**src/rtl/apb_requester.sv**
```systemverilog
// APB requester: accepts one valid/ready command at a time, runs a SETUP/ACCESS
// transfer, and returns a single-cycle response. Stalled completers are aborted by a timeout.
module apb_requester #(
  parameter int ADDR_W         = 32,
  parameter int DATA_W         = 32,
  parameter int TIMEOUT_CYCLES = 256,
  parameter int CNT_W          = 16
) (
  input  logic              pclk,
  input  logic              preset,
  input  logic              cmd_valid,
  output logic              cmd_ready,
  input  logic              cmd_write,
  input  logic [ADDR_W-1:0] cmd_addr,
  input  logic [DATA_W-1:0] cmd_wdata,
  output logic              rsp_valid,
  output logic [DATA_W-1:0] rsp_rdata,
  output logic              rsp_slverr,
  output logic              rsp_timeout,
  output logic              psel,
  output logic              penable,
  output logic              pwrite,
  output logic [ADDR_W-1:0] paddr,
  output logic [DATA_W-1:0] pwdata,
  input  logic [DATA_W-1:0] prdata,
  input  logic              pready,
  input  logic              pslverr
);

  typedef enum logic [1:0] {IDLE, SETUP, ACCESS} state_t;

  localparam bit              TO_EN    = (TIMEOUT_CYCLES != 0);
  localparam logic [CNT_W-1:0] CNT_LAST = TO_EN ? CNT_W'(TIMEOUT_CYCLES - 1) : '0;

  state_t           state, state_nxt;
  logic [CNT_W-1:0] cnt;
  logic             accept, done, abort;

  assign cmd_ready = (state == IDLE) && !preset;
  assign accept    = cmd_valid && cmd_ready;
  assign done      = (state == ACCESS) && pready;
  // Abort only when the completer is still stalled; a late pready wins.
  assign abort     = (state == ACCESS) && !pready && TO_EN && (cnt == CNT_LAST);

  always_comb begin
    state_nxt = state;
    case (state)
      IDLE:    if (accept) state_nxt = SETUP;
      SETUP:   state_nxt = ACCESS;
      ACCESS:  if (done || abort) state_nxt = IDLE;
      default: state_nxt = IDLE;
    endcase
  end

  always_ff @(posedge pclk or posedge preset) begin
    if (preset) state <= IDLE;
    else        state <= state_nxt;
  end

  always_ff @(posedge pclk or posedge preset) begin
    if (preset) begin
      psel        <= 1'b0;
      penable     <= 1'b0;
      pwrite      <= 1'b0;
      paddr       <= '0;
      pwdata      <= '0;
      cnt         <= '0;
      rsp_valid   <= 1'b0;
      rsp_rdata   <= '0;
      rsp_slverr  <= 1'b0;
      rsp_timeout <= 1'b0;
    end else begin
      // APB strobes are registered from the next state so they change with it.
      psel      <= (state_nxt != IDLE);
      penable   <= (state_nxt == ACCESS);
      rsp_valid <= 1'b0;
      if (accept) begin
        pwrite <= cmd_write;
        paddr  <= cmd_addr;
        pwdata <= cmd_write ? cmd_wdata : '0;
        cnt    <= '0;
      end
      if ((state == ACCESS) && !pready) cnt <= cnt + CNT_W'(1);
      if (done) begin
        rsp_valid   <= 1'b1;
        rsp_rdata   <= pwrite ? '0 : prdata;
        rsp_slverr  <= pslverr;
        rsp_timeout <= 1'b0;
      end else if (abort) begin
        rsp_valid   <= 1'b1;
        rsp_rdata   <= '0;
        rsp_slverr  <= 1'b1;
        rsp_timeout <= 1'b1;
      end
    end
  end

endmodule

```
**config.mk**
```make
export PLATFORM = sky130hd
export DESIGN_NAME = apb_requester
export DESIGN_NICKNAME = d
export VERILOG_FILES = /design/src/rtl/apb_requester.sv
export SDC_FILE = /design/constraint.sdc
export NUM_CORES = 1
export LEC_CHECK = 0
export BUFFER_PORTS_ARGS = -buffer_cell sky130_fd_sc_hd__buf_2
export CAP_MARGIN = 5
export CORE_MARGIN = 10
export CORE_UTILIZATION = 51
export DETAILED_ROUTE_END_ITERATION = 8
export PLACE_DENSITY = 0.89
export RECOVER_POWER = 100
export SKIP_CTS_REPAIR_TIMING = 1
export SLEW_MARGIN = 30
export SYNTH_ARGS = -nofsm -noshare
export SYNTH_HDL_FRONTEND = slang
export SYNTH_SLANG_ARGS = --single-unit
```
**constraint.sdc**
```tcl
create_clock -name pclk -period 6.78 [get_ports pclk]
set_input_delay 0 -clock pclk [delete_from_list [all_inputs] [get_ports pclk]]
set_output_delay 0 -clock pclk [all_outputs]
set_load 0.1 [all_outputs]
```
Word-level counts from Yosys, hierarchy flattened
Index checks and enable logic that the tools add are counted.
{"block": "totals", "reg_bits": 120, "latchBits": 0, "mem_bits_rw": 0, "romBits": 0, "input_bits": 102, "out_inout_bits": 103, "memories": 0}
{"block": "classes", "n_addsub": 1, "multipliers": 0, "div_mod_pow": 0, "order_cmp": 0, "n_eq_ne": 4, "n_shift": 0, "mux": 14, "bitwise_logic": 0, "n_reduce_logical": 12}
{"op": "32-bit two-way mux", "count": 4}
{"op": "16-bit two-way mux", "count": 2}
{"op": "16-bit by 1-bit adder with 16-bit output (second input constant)", "count": 1}
{"op": "16-bit by 8-bit equality test with 1-bit output (second input constant)", "count": 1}
{"op": "2-bit case mux with 3 select lines", "count": 1}
{"op": "2-bit nonzero test", "count": 3}
{"op": "1-bit logical AND", "count": 5}
{"op": "1-bit two-way mux", "count": 5}
{"op": "2-bit equality test (second input constant)", "count": 2}
{"op": "2-bit two-way mux", "count": 2}
{"op": "2-bit by 1-bit equality test with 1-bit output (second input constant)", "count": 1}
{"op": "1-bit zero test", "count": 2}
{"op": "2-bit zero test", "count": 1}
{"op": "1-bit logical OR", "count": 1}

Depth between registers and ports, before layout
Gate-level depths: netlist of the first run.
{"block": "logic_depth", "word_depth": 7, "ltp_mapped": 7}

Worst setup path after synthesis of the first run
No wires, ideal clock.
{"block": "synth_path", "path_kind": "register -> register", "start": "register state[1]", "end": "register paddr[10]", "setup_time_ns": 0.068, "t_arrival_ns": 3.687, "t_required_ns": 6.712, "path_slack_ns": 3.025, "stages_incl_launch_ff": 8, "synth_period_minus_slack_ns": 3.755, "cell_sequence": "dfrtp_1 -> nor3_1 -> nand2_1 -> clkinv_1 -> buf_2 -> buf_1 -> nand2_1 -> nand2_1"}
{"block": "synth_between", "elab_chain_cells": 3}
{"element": "from (decl)", "line": "35", "text": "state_t state, state_nxt;"}
{"element": "from (signal assigned)", "line": "57", "text": "else state <= state_nxt;"}
{"element": "2-bit zero test", "line": "39", "text": "assign cmd_ready = (state == IDLE) && !preset;"}
{"element": "1-bit logical AND", "line": "39"}
{"element": "via cmd_ready", "line": "12", "text": "output logic cmd_ready,"}
{"element": "1-bit logical AND", "line": "40", "text": "assign accept = cmd_valid && cmd_ready;"}
{"element": "to (signal assigned)", "line": "79", "text": "paddr <= cmd_addr;"}
{"element": "to (decl)", "line": "23", "text": "output logic [ADDR_W-1:0] paddr,"}
The timed path passes the listed nets, and every way through them passes these cells.
A chain may end at the register's enable or synchronous reset.

Worst setup path in the final report of the first run
{"block": "layout_path", "start": "register state[1]", "end": "register cnt[6]"}
{"block": "layout_between", "elab_chain_cells": 4, "elab_cells_between_ends": 7}
{"element": "2-bit zero test", "line": "39"}
{"element": "1-bit logical AND", "line": "39"}
{"element": "1-bit logical AND", "line": "40"}
{"element": "2-bit nonzero test (no line)"}
{"element": "to (signal assigned)", "line": "83", "text": "if ((state == ACCESS) && !pready) cnt <= cnt + CNT_W'(1);"}
{"element": "to (decl)", "line": "36", "text": "logic [CNT_W-1:0] cnt;"}
Parallel ways exist; a longest one is shown, timed or not.

==> impl_metrics.env, run 1 <==
export IMPL_pin_count=205
export IMPL_route_detailed_drc=0
export IMPL_stdcell_count=877
export IMPL_port_buffers=204
export IMPL_required_ps=7180
export IMPL_cap_violations=2
export IMPL_root_buffer="clkbuf_8"
export IMPL_final_hold_violation_count=0
export IMPL_via_count=4696
export IMPL_seq_area_frac_synth=0.641
export IMPL_p_total_mw=3.72
export IMPL_dieWidth_um=116
export IMPL_critPathTopFamily="buffers and inverters"
export IMPL_placed_area_sq_um=5750
export IMPL_slew_violations=126
export IMPL_relSlewSlack=-0.631
export IMPL_fin_area_sq_um=7270
export IMPL_synth_top_area_frac=0.641
export IMPL_cp_end_kind="flop"
export IMPL_reg2reg_to="cnt[6]"
export IMPL_tightest_slew_ps=2430
export IMPL_cts_buffers_inserted=17
export IMPL_fp_dieH_um=116
export IMPL_syn_inst=457
export IMPL_grt_max_degree=76
export IMPL_vias_per_cell=5.35
export IMPL_layout_commonest_cell="nand2_1"
export IMPL_finalCriticalPeriod_ps=3620
export IMPL_start_util=0.529
export IMPL_max_clock_path_buffers=2
export IMPL_grt_pass1_vias=4257
export IMPL_min_period_over_period=0.534
export IMPL_final_cell_mix="nand2_1, dfrtp_1, clkbuf_1, dlygate4sd3_1, buf_2"
export IMPL_insertion_delay_ps=500
export IMPL_reg2reg_depth=6
export IMPL_yosys_register_bits=120
export IMPL_cp_slowest_cell="clkinvlp_2"
export IMPL_core_sq_um=8850
export IMPL_synth_area_sq_um=4680
export IMPL_min_to="pwdata[20]"
export IMPL_cts_max_level=4
export IMPL_hp_class="input pin to flop"
export IMPL_final_nets=859
export IMPL_wl_per_cell_um=19.0
export IMPL_drt_first_pass_iters=5
export IMPL_slowest_delay_ps=1800
export IMPL_reg2reg_setup_slack_ps=3160
export IMPL_min_path_cells=3
export IMPL_num_antenna_cells=0
export IMPL_finalWirelength_um=16700
export IMPL_synth_nets=560
export IMPL_worstPathArrival_ps=4020
export IMPL_avgSynthCellArea_sq_um=10.2
export IMPL_fin_util=0.822
export IMPL_fin_setup_tns_ps=0
export IMPL_hp_start="cmd_write"
export IMPL_synth_warnings=0
export IMPL_ir_worst_vdd_mv=0.309
export IMPL_drtIter0Drc=458
export IMPL_antenna_found_initial=0
export IMPL_start_kind="flop"
export IMPL_p_per_area_nw_per_um2=511
export IMPL_path_max_fanout=70
export IMPL_worstReg2RegStart="state[1]"
export IMPL_nFillCells=536
export IMPL_fmax_mhz=276
export IMPL_clkTransAtPathRegs_ps=60
export IMPL_cts_tree="yes"
export IMPL_cts_sinks=120
export IMPL_synth_top_area_cell="dfrtp_1"
export IMPL_grt_pass1_wl_um=20800
export IMPL_ant_nets=0
export IMPL_areaGrowthSynthToFinish_pct=55.3
export IMPL_yosys_top_cells_area="dfrtp_1, nand2_1, a22o_1"
export IMPL_grt_use_total=0.193
export IMPL_p_leak_nw=3.67
export IMPL_finalSetupViolCount=0
export IMPL_cp_num_buf_inv=1
export IMPL_rows=34
export IMPL_die_area_sq_um=13400
export IMPL_drive_gt1_frac=0.181
export IMPL_path_common_cell="o21ai_0"
export IMPL_hpwlAfterDp_um=9420
export IMPL_violations="max-capacitance violations, max-slew violations"
export IMPL_routabilityCongestion=0.776
export IMPL_place_inst=745
export IMPL_rsz0062_at_grt="no"
export IMPL_status="complete, but fails checks"
export IMPL_worstSetupPathType="flop to flop"
export IMPL_grt_overflow_total=0
export IMPL_path_cells="nor3_1, nand2_2, clkinvlp_2, nor2_1, o21ai_0, o21ai_0"
export IMPL_ys_types=34
export IMPL_clock_skew_ps=11.8
layout make-up:
class	count	area (sq um)	area share
Clock buffer	21	449	0.0618
Clock inverter	11	219	0.0301
Inverter	5	21.3	0.00292
Multi-Input combinational cell	306	1540	0.211
Sequential cell	120	3000	0.413
Tap cell	108	135	0.0186
Timing Repair Buffer	306	1910	0.262
where the power goes:
part	switching [mW]	internal, mW
Clock	0.319	0.692
Sequential	0.115	0.887
Combinational	1.48	0.222
stage by stage:
stage               hold slack (ps)  setup slack [ps]
global route                   65.3              2600
finish                         26.1              3160
floorplan                      85.7              3030
global placement                142              4450
detailed placement              155              4700
CTS                            -376              4650
cell families (layout without fill, tap and decap cells):
family / after synthesis / after routing / share of synthesized area
AOI/OAI and AO/OA: 51 / 51 / 0.0847
xor gates and xnor gates: 2 / 2 / 0.00374
adders and majority gates: 1 / 1 / 0.00267
buffers and inverters: 31 / 343 / 0.0299
DFF: 120 / 120 / 0.641
muxes: 7 / 7 / 0.0150
and+or+nand+nor: 245 / 245 / 0.223
tightest hold or removal path, delay by kind of cell:
family	cells	cell delay, ps
and+or+nand+nor	2	190
buffers and inverters	1	290
sequential cells by signal (all words and copies together), names as in the netlist:
name / flops
psel: 1
penable: 1
rsp_valid: 1
rsp_slverr: 1
rsp_rdata: 32
paddr: 32
pwdata: 32
pwrite: 1
cnt: 16
state: 2
rsp_timeout: 1
synthesized netlist by cell type (all sizes together):
| cell type | instances |
|---|---|
| dfrtp | 120 |
| a22o | 32 |
| and2b | 1 |
| clkbuf | 21 |
| o31ai | 1 |
| nor4 | 1 |
| inv | 4 |
| buf | 5 |
| nand2b | 1 |
| or4 | 2 |
| ha | 1 |
| nand2 | 179 |
| mux2i | 7 |
| clkinv | 1 |
| nand4 | 4 |
| or3b | 1 |
| a31o | 1 |
| nand3 | 42 |
| o21ai | 9 |
| a21oi | 3 |
| nor3 | 3 |
| o22ai | 2 |
| nor3b | 1 |
| and3 | 3 |
| and4 | 1 |
| o211ai | 1 |
| nor2 | 6 |
| a211oi | 1 |
| o22a | 1 |
| xor2 | 2 |
routing by layer:
layer | share of wire | up-vias | routed length [um] | track usage
met5 | 0 | - | 0 | 0
met4 | 0.021 | 0 | 357 | 0.0592
met3 | 0.11 | 35 | 1880 | 0.0806
met2 | 0.49 | 277 | 8210 | 0.306
met1 | 0.37 | 2258 | 6220 | 0.236
li1 | - | 2126 | - | -
worst max-delay path by stage:
stage	from	endpoint	slack, ps	depth (start not counted)
floorplan	state[1]	paddr[10]	3030	7
global placement	cnt[0]	rsp_slverr	4450	6
detailed placement	cnt[8]	rsp_rdata[20]	4700	4
CTS	cnt[0]	rsp_slverr	4650	6
global route	state[1]	cnt[6]	2600	6
finish	state[1]	cnt[6]	3160	6
Note: power is estimated with default switching activity, not from simulation.
==> run 2: changes to the inputs <==
--- a/config.mk
+++ b/config.mk
@@ -5,12 +5,13 @@
 export SDC_FILE = /design/constraint.sdc
 export NUM_CORES = 1
 export LEC_CHECK = 0
+export ABC_AREA = 1
 export BUFFER_PORTS_ARGS = -buffer_cell sky130_fd_sc_hd__buf_2
 export CAP_MARGIN = 5
 export CORE_MARGIN = 10
-export CORE_UTILIZATION = 51
+export CORE_UTILIZATION = 48
 export DETAILED_ROUTE_END_ITERATION = 8
-export PLACE_DENSITY = 0.89
+export PLACE_DENSITY = 0.83
 export RECOVER_POWER = 100
 export SKIP_CTS_REPAIR_TIMING = 1
 export SLEW_MARGIN = 30
==> constraint.sdc (replaced) <==
create_clock -name pclk -period 3.55 [get_ports pclk]
set_input_delay 0 -clock pclk [delete_from_list [all_inputs] [get_ports pclk]]
set_output_delay 0 -clock pclk [all_outputs]
set_load 0.1 [all_outputs]
==> run 2 against run 1 <==
Clock power up 69%. Register-to-register slack worse by 2400 ps. The flow still finishes with violations (max-capacitance violations, max-slew violations). Routed wire length up 20%. Power up 87%. Clock skew down 1.1 ps. Utilization down 9.3 points. Synthesized cell count up 28%. Sequential power up 93%.
==> impl_metrics.env, run 2 <==
export IMPL_p_leak_nw=3.91
export IMPL_status="complete, but fails checks"
export IMPL_fp_dieH_um=123
export IMPL_route_detailed_drc=0
export IMPL_cts_max_level=4
export IMPL_clock_skew_ps=10.7
export IMPL_wl_per_cell_um=19.3
export IMPL_grt_pass1_wl_um=23500
export IMPL_route_met2_wl_um=9540
export IMPL_ir_worst_vdd_mv=0.706
export IMPL_cts_sinks=120
export IMPL_fmax_mhz=355
export IMPL_pin_count=205
export IMPL_clkTransAtPathRegs_ps=70
export IMPL_synth_top_area_cell="dfrtp_1"
export IMPL_vias_per_cell=5.26
export IMPL_worstSetupPathType="flop to flop"
export IMPL_cap_violations=1
export IMPL_num_antenna_cells=0
export IMPL_grt_use_total=0.195
export IMPL_top_layer="met4"
export IMPL_grt_max_degree=51
export IMPL_p_int_mw=3.10
export IMPL_fin_ws_ps=735
export IMPL_grt_overflow_total=0
export IMPL_avgSynthCellArea_sq_um=8.72
export IMPL_root_buffer="clkbuf_8"
export IMPL_worstPathArrival_ps=3250
export IMPL_placed_area_sq_um=6100
export IMPL_nFillCells=712
export IMPL_dieWidth_um=123
export IMPL_wl_met1_um=6980
export IMPL_p_comb_frac=0.476
export IMPL_top_regs="paddr (32), pwdata (32), rsp_rdata (32)"
export IMPL_rsz0062_at_grt="no"
export IMPL_synth_edf_count=0
export IMPL_violations="max-capacitance violations, max-slew violations"
export IMPL_routabilityCongestion=0.821
export IMPL_synth_nets=688
export IMPL_p_per_area_nw_per_um2=924
export IMPL_tightest_slew_ps=2150
export IMPL_syn_inst=585
export IMPL_finalCriticalPeriod_ps=2810
export IMPL_ff_latch_area_sq_um=3000
export IMPL_reg2reg_depth=5
export IMPL_finalSetupViolCount=0
export IMPL_areaGrowthSynthToFinish_pct=47.6
export IMPL_cp_end_kind="flop"
export IMPL_insertion_delay_ps=510
export IMPL_cp_slowest_cell="nor2_4"
export IMPL_required_ps=3980
export IMPL_hpwlAfterDp_um=10800
export IMPL_finalWirelength_um=20000
export IMPL_slew_violations=51
export IMPL_p_sw_mw=3.85
export IMPL_final_hold_violation_count=0
export IMPL_grt_pass1_vias=4774
export IMPL_drtIter0Drc=747
export IMPL_port_buffers=204
export IMPL_antenna_found_initial=0
export IMPL_drt_first_pass_iters=7
export IMPL_p_seq_frac=0.278
export IMPL_min_path_cells=4
export IMPL_fin_area_sq_um=7520
export IMPL_layout_commonest_cell="nand2_1"
export IMPL_cts_tree="yes"
export IMPL_max_clock_path_buffers=2
export IMPL_rows=37
export IMPL_synth_top_area_frac=0.589
export IMPL_start_kind="flop"
export IMPL_cp_num_buf_inv=0
export IMPL_synth_flop_cell="dfrtp_1"
export IMPL_synth_common_cells="nand2_1, dfrtp_1, nand3_1"
export IMPL_dpl_worst_slack_ps=1410
export IMPL_critPathTopFamily="simple AND/OR/NAND/NOR gates"
export IMPL_clkPwrFrac=0.246
export IMPL_cts_buffers_inserted=17
export IMPL_multiInputGateArea_sq_um=1770
export IMPL_core_sq_um=10300
export IMPL_final_cell_mix="nand2_1, dfrtp_1, clkbuf_1, dlygate4sd3_1, buf_2"
export IMPL_async_flop_share=1.00
export IMPL_via_count=5439
export IMPL_yosysMostFrequentCell="nand2_1"
export IMPL_die_area_sq_um=15100
export IMPL_wl_met3_um=2500
export IMPL_fin_setup_tns_ps=0
export IMPL_final_nets=989
export IMPL_synth_warnings=0
export IMPL_synth_area_sq_um=5100
export IMPL_seq_area_frac_synth=0.589
export IMPL_ys_types=25
export IMPL_path_cells="nor3_2, nand2_1, nor2_4, nand2_1, nand2_1"
export IMPL_path_common_cell="nand2_1"
export IMPL_worst_path_stages=5
export IMPL_switching_share=0.554
export IMPL_min_period_over_period=0.793
export IMPL_yosys_top_cells_area="dfrtp_1, nand2_1, nand3_1"
export IMPL_ant_nets=0
export IMPL_drive_gt1_frac=0.174
export IMPL_hp_class="input pin to flop"
export IMPL_yosys_register_bits=120
export IMPL_start_util=0.494
export IMPL_path_max_fanout=33
export IMPL_relSlewSlack=-0.442
export IMPL_slowest_delay_ps=940
[run 2: cell count changes after synthesis, moves of 7 or more]
| cell | before | now |
|---|---|---|
| nand2_1 | 179 | 313 |
| buf_4 | 0 | 10 |
| mux2i_1 | 7 | 0 |
| nand3_2 | 0 | 10 |
| buf_6 | 3 | 10 |
| clkbuf_1 | 21 | 0 |
| a22o_1 | 32 | 0 |
| nor2_1 | 6 | 20 |
| inv_1 | 4 | 19 |
[run 2: cell type report]
class                      instances  share of cell area
sequential                       120               0.399
inverter                          24              0.0121
tap                              136              0.0226
clock buffer                      18              0.0555
multi-input combinational        416               0.236
clock inverter                    14              0.0211
timing repair buffer             307               0.254
[run 2: worst paths after layout]
path | from | end | slack (ps)
hold reg to reg | paddr[30] | paddr[30] | 490
setup / recovery | state[1] | pwdata[13] | 740
max in group asynchronous | preset | rsp_rdata[21] | 1230
setup reg to reg | state[1] | pwdata[13] | 740
hold / removal | cmd_addr[2] | paddr[2] | 240
min in group asynchronous | preset | pwdata[3] | 670
[run 2: power groups by stage]
stage / Sequential, mW / Combinational (mW) / Clock, mW
CTS: 1.89 / 3.26 / 1.69
global route: 1.96 / 3.42 / 1.79
finish: 1.93 / 3.31 / 1.71
detailed placement: 1.90 / 3.26 / 0
floorplan: 4.21 / 0.388 / 0
global placement: 1.89 / 3.23 / 0
[run 2: metrics by stage]
stage / total power, mW / hold WS, ps / instances / utilization
detailed placement: 5.16 / 146 / 903 / 0.591
finish: 6.95 / 237 / 1035 / 0.729
global route: 7.17 / 240 / 1035 / 0.729
CTS: 6.84 / -395 / 935 / 0.647
global placement: 5.12 / 141 / 903 / 0.591
floorplan: 4.60 / 110 / 585 / -
[run 2: cell families (layout without fill, tap and decap cells)]
logic type,Yosys count,in the layout,share of synthesized area
simple gates,396,396,0.328
flops,120,120,0.589
buf+inv,49,363,0.0594
compound gates,18,18,0.0199
fa+ha+maj,1,1,0.00245
xor+xnor,1,1,0.00172
[run 2: layer usage]
layer	up-vias	track usage
met3	78	0.101
met2	406	0.293
li1	2416	-
met5	-	0
met4	0	0.0750
met1	2539	0.235
[run 2: worst register-to-register path: cells and delay by family (launching register included)]
family | cells | cell delay, ps
DFF | 1 | 420
and+or+nand+nor | 5 | 2330
==> run 3: changes to the inputs <==
--- a/config.mk
+++ b/config.mk
@@ -5,11 +5,11 @@
 export SDC_FILE = /design/constraint.sdc
 export NUM_CORES = 1
 export LEC_CHECK = 0
-export ABC_AREA = 1
+export ABC_AREA = 0
 export BUFFER_PORTS_ARGS = -buffer_cell sky130_fd_sc_hd__buf_2
 export CAP_MARGIN = 5
 export CORE_MARGIN = 10
-export CORE_UTILIZATION = 48
+export CORE_UTILIZATION = 47
 export DETAILED_ROUTE_END_ITERATION = 8
 export PLACE_DENSITY = 0.83
 export RECOVER_POWER = 100
==> constraint.sdc (replaced) <==
create_clock -name pclk -period 2.6 [get_ports pclk]
set_input_delay 0 -clock pclk [delete_from_list [all_inputs] [get_ports pclk]]
set_output_delay 0 -clock pclk [all_outputs]
set_load 0.1 [all_outputs]
==> run 3 against run 2 <==
The run still ends with max-capacitance violations, max-slew violations left. Power increased by 29%. Clock power increased by 13%. Non-clock buffer count increased by 4. Largest cell class unchanged.
==> impl_metrics.env, run 3 (synthesis results as in run 1) <==
export IMPL_finalWirelength_um=16200
export IMPL_path_cells="or4_1, nor4_4, o21ai_2, clkbuf_2, a22o_1"
export IMPL_place_inst=775
export IMPL_route_detailed_drc=0
export IMPL_final_cell_mix="nand2_1, dfrtp_1, clkbuf_1, dlygate4sd3_1, buf_2"
export IMPL_final_nets=864
export IMPL_top_regs="paddr (32), pwdata (32), rsp_rdata (32)"
export IMPL_dpl_worst_slack_ps=503
export IMPL_start_util=0.481
export IMPL_ant_nets=0
export IMPL_routabilityCongestion=0.815
export IMPL_max_clock_path_buffers=2
export IMPL_port_buffers=204
export IMPL_cts_sinks=120
export IMPL_cp_slowest_cell="or4_1"
export IMPL_grt_overflow_total=0
export IMPL_fmax_mhz=415
export IMPL_drtIter0Drc=476
export IMPL_antenna_found_initial=3
export IMPL_areaGrowthSynthToFinish_pct=53.2
export IMPL_root_buffer="clkbuf_8"
export IMPL_worstSetupPathType="flop to flop"
export IMPL_dieWidth_um=120
export IMPL_slowest_delay_ps=590
export IMPL_fin_area_sq_um=7170
export IMPL_clkTransAtPathRegs_ps=50
export IMPL_finalSetupViolCount=0
export IMPL_worst_path_stages=5
export IMPL_tightest_slew_ps=1750
export IMPL_grt_max_degree=73
export IMPL_path_max_fanout=25
export IMPL_vias_per_cell=5.12
export IMPL_relSlewSlack=-0.170
export IMPL_ir_worst_vdd_mv=0.949
export IMPL_reg2reg_depth=5
export IMPL_cp_num_buf_inv=1
export IMPL_cts_max_level=4
export IMPL_layout_commonest_cell="nand2_1"
export IMPL_finalCriticalPeriod_ps=2410
export IMPL_clock_skew_ps=12.8
export IMPL_cap_violations=1
export IMPL_drive_gt1_frac=0.179
export IMPL_rows=36
export IMPL_cts_tree="yes"
export IMPL_stdcell_count=907
export IMPL_worstPathArrival_ps=2800
export IMPL_slew_violations=73
export IMPL_via_count=4642
export IMPL_min_period_over_period=0.928
export IMPL_die_area_sq_um=14400
export IMPL_start_kind="flop"
export IMPL_grt_use_total=0.183
export IMPL_wl_per_cell_um=17.8
export IMPL_required_ps=2990
export IMPL_grt_pass1_wl_um=21400
export IMPL_pin_count=205
export IMPL_final_hold_violation_count=0
export IMPL_core_sq_um=9730
export IMPL_status="complete, but fails checks"
export IMPL_insertion_delay_ps=510
export IMPL_critPathTopFamily="simple AND/OR/NAND/NOR gates"
export IMPL_fp_dieH_um=120
export IMPL_drt_first_pass_iters=7
export IMPL_rsz0062_at_grt="no"
export IMPL_p_leak_nw=3.62
export IMPL_min_path_cells=3
export IMPL_cts_buffers_inserted=17
export IMPL_fin_ws_ps=188
export IMPL_placed_area_sq_um=5850
export IMPL_violations="max-capacitance violations, max-slew violations"
export IMPL_fin_setup_tns_ps=0
export IMPL_hpwlAfterDp_um=9810
export IMPL_p_per_area_nw_per_um2=1250
export IMPL_grt_pass1_vias=4321
export IMPL_fin_util=0.737
export IMPL_cp_end_kind="flop"
export IMPL_hp_class="input pin to flop"
==> run 3: cell count changes in the layout (fill, tap and decap cells not counted), moves of 4 or more <==
cell / change
nand2_1: -138
a22o_1: +32
inv_1: -16
nor2_1: -16
nand3_2: -10
inv_6: -7
mux2i_1: +7
nand3_1: +5
clkbuf_1: +4
clkinv_2: +4
o21ai_0: -4
==> run 3: worst register-to-register path: cells and delay by family (launching register included) <==
| family | cells | cell delay [ps] |
|---|---|---|
| simple gates | 2 | 930 |
| buf+inv | 1 | 380 |
| compound gates | 2 | 570 |
| flops | 1 | 420 |
==> run 3: report_power, final <==
part           leakage [nW]  switching, mW  internal, mW
clock                 0.244          0.746          1.19
sequential             1.55          0.281          2.31
combinational          1.83           3.85         0.580
total                  3.62           4.87          4.09
==> run 3: path summary, 6_finish.rpt <==
check,slack (ps),endpoint,start
max reg2reg,190,rsp_rdata[7],cnt[8]
max,190,rsp_rdata[7],cnt[8]
min reg2reg,460,pwdata[14],pwdata[14]
max in group asynchronous,820,pwdata[0],preset
min,20,pwdata[4],cmd_write
min in group asynchronous,500,state[0],preset
==> run 3: area by class of cell <==
class                           count  area, sq um
Antenna cell                        3         7.51
Clock buffer                       24          460
Clock inverter                      5         25.0
Fill cell                         684         2560
Inverter                            5         22.5
Multi-Input combinational cell    306         1540
Sequential cell                   120         3000
Tap cell                          133          166
Timing Repair Buffer              311         1950
==> run 3: stage by stage <==
step / hold WS, ps / power (mW)
5_1_grt: 37.7 / 9.29
2_1_floorplan: 85.7 / 6.22
4_1_cts: -330 / 8.95
3_5_place_dp: 194 / 7.00
3_3_place_gp: 189 / 6.93
6_report: 24.4 / 8.96
==> run 3: layer usage <==
layer,vias to the layer above,global-route usage,wire length [um]
met3,36,0.0684,1230
met2,224,0.296,8060
met5,-,0,0
li1,2143,-,-
met1,2239,0.213,6490
met4,0,0.0822,396
